==> src/rtl/apu_pkg.sv <==
`default_nettype none
// ============================================================================
//  Module      : apu_pkg
//  Description : Shared constants and types for the APU frame sequencer:
//                default step tick counts, mode encodings, register bit
//                positions and the write-delay state encoding.
//  Revision    : 1.0 - initial release
// ============================================================================
package apu_pkg;

    // Default tick counts at which each frame step fires
    localparam int unsigned c_STEP1    = 7457;
    localparam int unsigned c_STEP2    = 14913;
    localparam int unsigned c_STEP3    = 22371;
    localparam int unsigned c_STEP4    = 29829;
    localparam int unsigned c_STEP5    = 37281;

    // cpu_tick count between a register write and the sequencer restart
    localparam int unsigned c_WR_DELAY = 3;

    // Tick counter width; must be able to hold c_STEP5
    localparam int unsigned c_CNT_W    = 16;

    // Sequencer mode encodings (value of the mode bit)
    localparam logic c_MODE_4STEP = 1'b0;
    localparam logic c_MODE_5STEP = 1'b1;

    // Frame-counter register bit positions
    localparam int unsigned c_MODE_BIT = 7;
    localparam int unsigned c_INH_BIT  = 6;

    // RUN: free counting; PEND: counting while a write-restart is queued
    typedef enum logic [0:0] {
        ST_RUN  = 1'b0,
        ST_PEND = 1'b1
    } seq_state_t;

endpackage
`default_nettype wire

==> src/rtl/frame_step_decode.sv <==
`default_nettype none
// ============================================================================
//  Module      : frame_step_decode
//  Description : Combinational step decoder. Maps the pre-increment tick
//                count and the active mode to the quarter/half pulse
//                requests, the IRQ set request and the frame wrap.
//  Revision    : 1.0 - initial release
// ============================================================================
module frame_step_decode
    import apu_pkg::*;
#(
    parameter int unsigned CNT_W = c_CNT_W,
    parameter int unsigned STEP1 = c_STEP1,
    parameter int unsigned STEP2 = c_STEP2,
    parameter int unsigned STEP3 = c_STEP3,
    parameter int unsigned STEP4 = c_STEP4,
    parameter int unsigned STEP5 = c_STEP5
) (
    input  logic [CNT_W-1:0] i_cnt,
    input  logic             i_mode,
    output logic             o_quarter,
    output logic             o_half,
    output logic             o_irq_set,
    output logic             o_wrap
);

    localparam logic [CNT_W-1:0] c_S1 = CNT_W'(STEP1);
    localparam logic [CNT_W-1:0] c_S2 = CNT_W'(STEP2);
    localparam logic [CNT_W-1:0] c_S3 = CNT_W'(STEP3);
    localparam logic [CNT_W-1:0] c_S4 = CNT_W'(STEP4);
    localparam logic [CNT_W-1:0] c_S5 = CNT_W'(STEP5);

    // Step match: STEP4 only ends the frame in 4-step mode, STEP5 only exists in 5-step mode
    always_comb begin
        o_quarter = 1'b0;
        o_half    = 1'b0;
        o_irq_set = 1'b0;
        o_wrap    = 1'b0;
        if (i_cnt == c_S1) begin
            o_quarter = 1'b1;
        end else if (i_cnt == c_S2) begin
            o_quarter = 1'b1;
            o_half    = 1'b1;
        end else if (i_cnt == c_S3) begin
            o_quarter = 1'b1;
        end else if ((i_cnt == c_S4) && (i_mode == c_MODE_4STEP)) begin
            o_quarter = 1'b1;
            o_half    = 1'b1;
            o_irq_set = 1'b1;
            o_wrap    = 1'b1;
        end else if ((i_cnt == c_S5) && (i_mode == c_MODE_5STEP)) begin
            o_quarter = 1'b1;
            o_half    = 1'b1;
            o_wrap    = 1'b1;
        end
    end

endmodule
`default_nettype wire

==> src/rtl/frame_sequencer.sv <==
`default_nettype none
// ============================================================================
//  Module      : frame_sequencer
//  Description : APU frame counter. Counts CPU-cycle ticks, emits registered
//                quarter-frame (envelope) and half-frame (length counter)
//                pulses in 4-step or 5-step mode, handles the delayed
//                restart after a frame-counter register write and drives
//                the level frame IRQ.
//  Revision    : 1.0 - initial release
// ============================================================================
module frame_sequencer
    import apu_pkg::*;
#(
    parameter int unsigned STEP1    = c_STEP1,
    parameter int unsigned STEP2    = c_STEP2,
    parameter int unsigned STEP3    = c_STEP3,
    parameter int unsigned STEP4    = c_STEP4,
    parameter int unsigned STEP5    = c_STEP5,
    parameter int unsigned WR_DELAY = c_WR_DELAY,
    parameter int unsigned CNT_W    = c_CNT_W
) (
    input  logic       clk,
    input  logic       rst,
    input  logic       cpu_tick,
    input  logic       reg_wr,
    input  logic [7:0] reg_data,
    input  logic       irq_ack,
    output logic       quarter_frame,
    output logic       half_frame,
    output logic       frame_irq,
    output logic       mode,
    output logic [2:0] step_idx
);

    localparam int unsigned      c_DLY_W    = (WR_DELAY > 1) ? $clog2(WR_DELAY) : 1;
    localparam logic [c_DLY_W-1:0] c_DLY_LAST = c_DLY_W'(WR_DELAY - 1);

    seq_state_t         r_state;
    seq_state_t         w_state_nxt;
    logic               w_pend_fire;

    logic [CNT_W-1:0]   r_cnt;
    logic [2:0]         r_step_idx;
    logic               r_mode;
    logic               r_inhibit;
    logic [c_DLY_W-1:0] r_dly;
    logic               r_quarter;
    logic               r_half;
    logic               r_irq;

    logic               w_mode_eff;
    logic               w_inh_eff;
    logic               w_dec_quarter;
    logic               w_dec_half;
    logic               w_dec_irq_set;
    logic               w_dec_wrap;
    logic               w_irq_set;
    logic               w_unused_data;

    // A write changes mode/inhibit on its own clk, so decode sees the new values immediately
    assign w_mode_eff    = reg_wr ? reg_data[c_MODE_BIT] : r_mode;
    assign w_inh_eff     = reg_wr ? reg_data[c_INH_BIT]  : r_inhibit;
    assign w_unused_data = ^reg_data[5:0];

    frame_step_decode #(
        .CNT_W (CNT_W),
        .STEP1 (STEP1),
        .STEP2 (STEP2),
        .STEP3 (STEP3),
        .STEP4 (STEP4),
        .STEP5 (STEP5)
    ) u_decode (
        .i_cnt     (r_cnt),
        .i_mode    (w_mode_eff),
        .o_quarter (w_dec_quarter),
        .o_half    (w_dec_half),
        .o_irq_set (w_dec_irq_set),
        .o_wrap    (w_dec_wrap)
    );

    // A restart tick overrides any step matched on the same tick, including its IRQ
    assign w_irq_set = cpu_tick && !w_pend_fire && w_dec_irq_set && !w_inh_eff;

    // Write-delay state register
    always_ff @(posedge clk) begin
        if (rst) begin
            r_state <= ST_RUN;
        end else begin
            r_state <= w_state_nxt;
        end
    end

    // Next state: the restart fires on the tick where the delay completes; a new write re-arms it
    always_comb begin
        w_state_nxt = r_state;
        w_pend_fire = 1'b0;
        case (r_state)
            ST_RUN: begin
                w_state_nxt = ST_RUN;
            end
            ST_PEND: begin
                if (cpu_tick && (r_dly == c_DLY_LAST) && !reg_wr) begin
                    w_pend_fire = 1'b1;
                    w_state_nxt = ST_RUN;
                end
            end
            default: begin
                w_state_nxt = ST_RUN;
            end
        endcase
        if (reg_wr) begin
            w_state_nxt = ST_PEND;
        end
    end

    // Tick counter, step index, registered pulses, mode/inhibit latch and restart delay
    always_ff @(posedge clk) begin
        if (rst) begin
            r_cnt      <= '0;
            r_step_idx <= '0;
            r_mode     <= c_MODE_4STEP;
            r_inhibit  <= 1'b0;
            r_dly      <= '0;
            r_quarter  <= 1'b0;
            r_half     <= 1'b0;
        end else begin
            r_quarter <= 1'b0;
            r_half    <= 1'b0;

            if (reg_wr) begin
                r_mode    <= reg_data[c_MODE_BIT];
                r_inhibit <= reg_data[c_INH_BIT];
            end

            if (cpu_tick) begin
                if (w_pend_fire) begin
                    r_cnt      <= '0;
                    r_step_idx <= '0;
                    r_quarter  <= (r_mode == c_MODE_5STEP);
                    r_half     <= (r_mode == c_MODE_5STEP);
                end else begin
                    r_quarter <= w_dec_quarter;
                    r_half    <= w_dec_half;
                    if (w_dec_wrap) begin
                        r_cnt      <= '0;
                        r_step_idx <= '0;
                    end else begin
                        // Past STEP4 after a 5->4 mode switch the counter simply rolls over
                        r_cnt <= r_cnt + CNT_W'(1);
                        if (w_dec_quarter) begin
                            r_step_idx <= r_step_idx + 3'd1;
                        end
                    end
                end
            end

            if (reg_wr) begin
                r_dly <= '0;
            end else if ((r_state == ST_PEND) && cpu_tick) begin
                r_dly <= r_dly + c_DLY_W'(1);
            end
        end
    end

    // Frame IRQ: an inhibit write beats a set, a set beats an acknowledge
    always_ff @(posedge clk) begin
        if (rst) begin
            r_irq <= 1'b0;
        end else if (reg_wr && reg_data[c_INH_BIT]) begin
            r_irq <= 1'b0;
        end else if (w_irq_set) begin
            r_irq <= 1'b1;
        end else if (irq_ack) begin
            r_irq <= 1'b0;
        end
    end

    assign quarter_frame = r_quarter;
    assign half_frame    = r_half;
    assign frame_irq     = r_irq;
    assign mode          = r_mode;
    assign step_idx      = r_step_idx;

endmodule
`default_nettype wire

==> config.mk <==
export PLATFORM = sky130hd
export DESIGN_NAME = frame_sequencer
export DESIGN_NICKNAME = d
export VERILOG_FILES = /design/src/rtl/apu_pkg.sv /design/src/rtl/frame_step_decode.sv /design/src/rtl/frame_sequencer.sv
export SDC_FILE = /design/constraint.sdc
export NUM_CORES = 1
export LEC_CHECK = 0
export CORE_UTILIZATION = 54
export DETAILED_ROUTE_END_ITERATION = 12
export PLACE_DENSITY = 0.79
export SLEW_MARGIN = 10
export SYNTH_ARGS = -nofsm -noshare
export SYNTH_HDL_FRONTEND = slang
export SYNTH_SLANG_ARGS = --single-unit
==> constraint.sdc <==
create_clock -name clk -period 2.22 [get_ports clk]
set_clock_uncertainty 0.05 [all_clocks]
set_input_delay 0.222 -clock clk [delete_from_list [all_inputs] [get_ports clk]]
set_output_delay 0.222 -clock clk [all_outputs]
set_load 0.01 [all_outputs]
* Word-level counts from Yosys, hierarchy flattened
Index checks and enable logic that the tools add are counted.
** Word-level totals
- Bits in registers :: 27
- Input bits :: 13
- Output and inout port bits :: 7
** Cells by class
- Add/sub/neg operators :: 3
- Eq/ne operators :: 6
- Mux-type cells :: 30
- Bitwise operators :: 3
- Reductions and logical operators :: 18
** Operators with widths (number)
- 16-bit by 15-bit equality test with 1-bit output (second input constant) :: 2
- 16-bit 2-to-1 mux :: 2
- 1-bit 2-to-1 mux :: 24
- 16-bit by 1-bit adder with 16-bit output (second input constant) :: 1
- 16-bit by 13-bit equality test with 1-bit output (second input constant) :: 1
- 16-bit by 14-bit equality test with 1-bit output (second input constant) :: 1
- 16-bit equality test (second input constant) :: 1
- 1-bit logical AND :: 9
- 3-bit 2-to-1 mux :: 3
- 2-bit OR reduction :: 3
- 3-bit by 1-bit adder with 3-bit output (second input constant) :: 1
- 1-bit zero test :: 3
- 1-bit inverter :: 3
- 3-bit nonzero test :: 1
- 2-bit by 1-bit adder with 2-bit output (second input constant) :: 1
- 2-bit equality test (second input constant) :: 1
- 1-bit case mux with 2 select lines :: 1
- 2-bit AND reduction :: 1
- 2-bit nonzero test :: 1

* Depth between registers and ports, before layout
- Depth in word-level cells :: 10
- Depth in mapped cells :: 8
- Depth with buffers taken out :: 8

* Hierarchy
A second synthesis with hierarchy kept.
** Unflattened totals
- Cells, all modules :: 176
- Area total of the unflattened synthesis :: 1500.2 um^2
** Modules (own cells, without submodules)
- frame_sequencer :: instances 1, cells each 152, area an instance 1300.0 um^2
- frame_step_decode :: instances 1, cells each 24, area an instance 200.2 um^2

* Worst setup path before layout
No wires, ideal clock.
- Kind :: register to register
- Start point :: register r_cnt[10]
- End point :: register r_cnt[0]
- Setup time :: 115 ps
- Data arrival time :: 1524 ps
- Data required time :: 2055 ps
- Slack :: 531 ps
- Stages on the path, launching flop included :: 9
- Path buffers :: 2
- Clock period less this slack :: 1689 ps
- Path through :: dfxtp_1 -> clkbuf_1 -> and4_1 -> nand2_1 -> o32ai_2 -> a21oi_1 -> o21bai_4 -> buf_6 -> nor2_2
** Between the ends
- Word-level cells in the longest chain between the ends :: 9
- Elaborated cells on any way between the ends :: 14
** RTL lines
- from (decl) :: RTL line frame_sequencer.sv:42 : logic [CNT_W-1:0] r_cnt;
- from (signal assigned) :: RTL line frame_sequencer.sv:149 : r_cnt <= r_cnt + CNT_W'(1);
- 16-bit equality test :: RTL line frame_step_decode.sv:51 : end else if ((i_cnt == c_S5) && (i_mode == c_MODE_5STEP)) begin
- 1-bit logical AND :: RTL line frame_step_decode.sv:51
- 1-bit 2-to-1 mux :: RTL line frame_step_decode.sv:51
- 1-bit 2-to-1 mux :: RTL line frame_step_decode.sv:46 : end else if ((i_cnt == c_S4) && (i_mode == c_MODE_4STEP)) begin
- 1-bit 2-to-1 mux :: RTL line frame_step_decode.sv:44 : end else if (i_cnt == c_S3) begin
- 1-bit 2-to-1 mux :: RTL line frame_step_decode.sv:41 : end else if (i_cnt == c_S2) begin
- 1-bit 2-to-1 mux (*) :: RTL line frame_step_decode.sv:39 : if (i_cnt == c_S1) begin
- 16-bit 2-to-1 mux (*) :: RTL line frame_sequencer.sv:144 : if (w_dec_wrap) begin
- 16-bit 2-to-1 mux (*) :: RTL line frame_sequencer.sv:136 : if (w_pend_fire) begin
Every way passes the cells marked *; elsewhere a longest branch is shown, timed or not.
A chain may end at the register's enable or synchronous reset.

* Worst setup path in the final report
- Start point :: register r_cnt[0]
- End point :: register r_step_idx[2] (netlist: step_idx[2])
** Between the ends
- Word-level cells in the longest chain between the ends :: 9
- Elaborated cells on any way between the ends :: 19
** RTL lines
- 16-bit equality test :: RTL line frame_step_decode.sv:51
- 1-bit logical AND :: RTL line frame_step_decode.sv:51
- 1-bit 2-to-1 mux :: RTL line frame_step_decode.sv:51
- 1-bit 2-to-1 mux :: RTL line frame_step_decode.sv:46
- 1-bit 2-to-1 mux :: RTL line frame_step_decode.sv:44
- 1-bit 2-to-1 mux :: RTL line frame_step_decode.sv:41
- 1-bit 2-to-1 mux :: RTL line frame_step_decode.sv:39
- 3-bit nonzero test (no source line) / 3-bit 2-to-1 mux (equally long branches)
- 2-bit AND reduction (no source line) / 3-bit 2-to-1 mux (equally long branches)
- to (signal assigned) :: RTL line frame_sequencer.sv:151 : r_step_idx <= r_step_idx + 3'd1;
- to (decl) :: RTL line frame_sequencer.sv:43 : logic [2:0] r_step_idx;
Parallel ways exist; a longest one is shown, timed or not.

==> flow_summary.toml <==
[power]
combPwrFrac = 0.095
p_switching_w = 0.000187
peakVddDrop_uv = 475
power.internal_w = 0.000600
swShare = 0.238
seq_power_share = 0.636
clock_power_share = 0.269
power_leakage_nw = 0.586
p_per_area_nw_per_um2 = 468
total_power_w = 0.000788

[clock_network]
post_cts_buffers = 0
clk_latency_ns = 0.32
cts_made_buffers = 3
root_buffer = "clkbuf_4"
cts_tree = "yes"
clock_path_buffers = 2
cts_hold_buf = 0
htree_num_levels = 1
clk_pin_slew_ns = 0.15
post_cts_resized = 0
cts.sinks = 27

[place]
dpl_cell_area_um2 = 1650
io_buffers = 13
dp_hpwl_mm = 2.17
place.gp.congestion = 0.901

[worst_setup_path]
worstPathRequired_ns = 2.43
cp-start-kind = "register"
slowest_stage = "dfxtp_1"
worstPathCellList = "ha_1, and4b_1, a22oi_1, o22ai_2, a211oi_2, buf_4, o21ai_0, a21oi_1"
worstPathArrival_ns = 2.11
slowest_delay_ns = 0.37
crit_fanout = 6
cp.buffers_inverters = 1
cp_top_family = "compound AO/OA/AOI/OAI gates"
crit_path_end_kind = "register"
crit_type = "register to register"

[synth]
synth_most_common_cell = "dfxtp_1"
synthCells = 161
ys_seq_area_frac = 0.369
synth_seq_cells = 27
synth_common_cells = "dfxtp_1 (27), nand2_1 (18), nor2_1 (12)"
synth_area_leaders = "dfxtp_1 (37%), xnor2_1 (5.4%), nand2_1 (4.6%), nor2_2 (4.3%), xor2_1 (3.6%)"
synth.top_cell.area_share = 0.369
avgSynthCellArea_um2 = 9.11
synth_edf_count = 0
synth_flop_cell = "dfxtp_1"
yosysWarnings = 0
synth_fp_nets = 178
yosysTopAreaCell = "dfxtp_1"
ys_types = 45
synthArstFlopShare = 0
syn_area_um2 = 1470

[drt]
via_count = 1183
wire_per_inst_um = 13.3
drt_iter0_drc = 21
drt-vias-per-instance = 5.69
routed_wl_mm = 2.77
drc = 0
drt_pre_antenna_iters = 4
ant_nets = 0

[floorplan]
die_h_um = 54.1
die-width_um = 54.1
rows = 18
die_area_um2 = 2930
core_um2 = 2520
ios = 20
initial_core_util = 0.581

[sta]
finalCritPeriodShare = 0.857
fmax_ghz = 0.525
rsz0062_at_grt = "false"
period_needed_ns = 1.90
tightest_slew_ns = 0.453
setup_tns_ns = 0
setup_viol = 0
hold_viol = 0
slew-limit-headroom = 0.696
drv_slew = 0

[layout]
final_util = 0.667
nFillCells = 207
diodes = 0
drive_gt1_frac = 0.185
multi_input_area_um2 = 872
final_cell_area_um2 = 1680
ff_latch_area_um2 = 541
synthToLayoutAreaGrowth_pct = 14.8
nNetsFinal = 196

[global_route]
grtUsageTotal = 0.215
grt_start_max_net_pins = 17
antenna_found_initial = 0
first_global_vias = 1022
overflow = 0
grt_pass1_wl_mm = 4.60

[status]
outcome = "completed"

[job]
drv_cap = 0

[hold_path]
worst_hold_path_type = "input port to register"
## metal layers
| layer | global-route usage | vias up | share of wire |
|---|---|---|---|
| li1 | - | 600 | - |
| met1 | 0.289 | 568 | 0.49 |
| met2 | 0.350 | 13 | 0.48 |
| met3 | 0.0593 | 2 | 0.027 |
| met4 | 0.0299 | 0 | 0.0054 |
| met5 | 0 | - | 0 |
## power groups by stage
stage	Sequential (W)	Combinational, W	Clock (W)
after global routing	0.000502	0.0000836	0.000241
after global placement	0.000511	0.0000741	0
final	0.000501	0.0000751	0.000212
after floorplan	0.000510	0.0000462	0
after CTS	0.000501	0.0000755	0.000222
after detailed placement	0.000511	0.0000750	0
## placed cells by master (no fill, tap or decap), types with 2 or more instances in the layout
cell type / count
a21oi_1: 8
and2_1: 2
and3_1: 6
and4_1: 2
buf_4: 5
clkbuf_4: 3
clkdlybuf4s50_1: 13
dfxtp_1: 27
ha_1: 4
inv_1: 4
nand2_1: 18
nand3_1: 4
nand3b_1: 2
nand4_1: 2
nand4b_1: 3
nor2_1: 12
nor2_2: 10
nor3_1: 4
nor3_2: 2
nor4b_1: 2
nor4b_2: 3
o21ai_0: 3
or3_1: 2
xnor2_1: 9
xor2_1: 6
## stage by stage
| stage | hold slack (ns) | std cells | worst slack [ns] |
|---|---|---|---|
| final | 0.439 | 208 | 0.317 |
| after global routing | 0.420 | 208 | 0.200 |
| after detailed placement | 0.450 | 204 | 0.128 |
| after floorplan | 0.272 | 161 | 0.531 |
| after global placement | 0.419 | 204 | 0.177 |
| after CTS | 0.421 | 208 | 0.313 |
## final timing paths
check             slack, ns                startpoint  cells after the start                       end
hold / removal         0.44               reg_data[6]                      2    frame_irq$_SDFFE_PP0P_
setup / recovery       0.32     r_cnt[0]$_SDFFE_PP0P_                      8  step_idx[2]$_SDFFE_PP0P_
setup reg to reg       0.32     r_cnt[0]$_SDFFE_PP0P_                      8  step_idx[2]$_SDFFE_PP0P_
hold reg to reg        0.47  step_idx[2]$_SDFFE_PP0P_                      2  step_idx[2]$_SDFFE_PP0P_
## flip-flops by register name, indices dropped and copies added, names as in the netlist
signal / count
frame_irq: 1
step_idx: 3
half_frame: 1
quarter_frame: 1
r_state: 1
r_cnt: 16
r_inhibit: 1
r_dly: 2
mode: 1
## layout make-up
class,count,area share
Clock buffer,3,0.0134
Tap cell,30,0.0223
Multi-Input combinational cell,124,0.518
Timing Repair Buffer,19,0.112
Sequential cell,27,0.321
Inverter,4,0.00892
Clock inverter,1,0.00446
## cells by family (layout without fill, tap and decap cells)
family | Yosys count | count (layout) | synth area share
buffers and inverters | 10 | 27 | 0.0367
AND/OR/NAND/NOR | 84 | 84 | 0.358
flip-flops | 27 | 27 | 0.369
multiplexers | 2 | 2 | 0.0162
XOR/XNOR | 15 | 15 | 0.0896
AO/OA/AOI/OAI | 19 | 19 | 0.0964
adder cells (fa/ha/maj) | 4 | 4 | 0.0341
No activity file was read; power rests on OpenSTA's default activity.
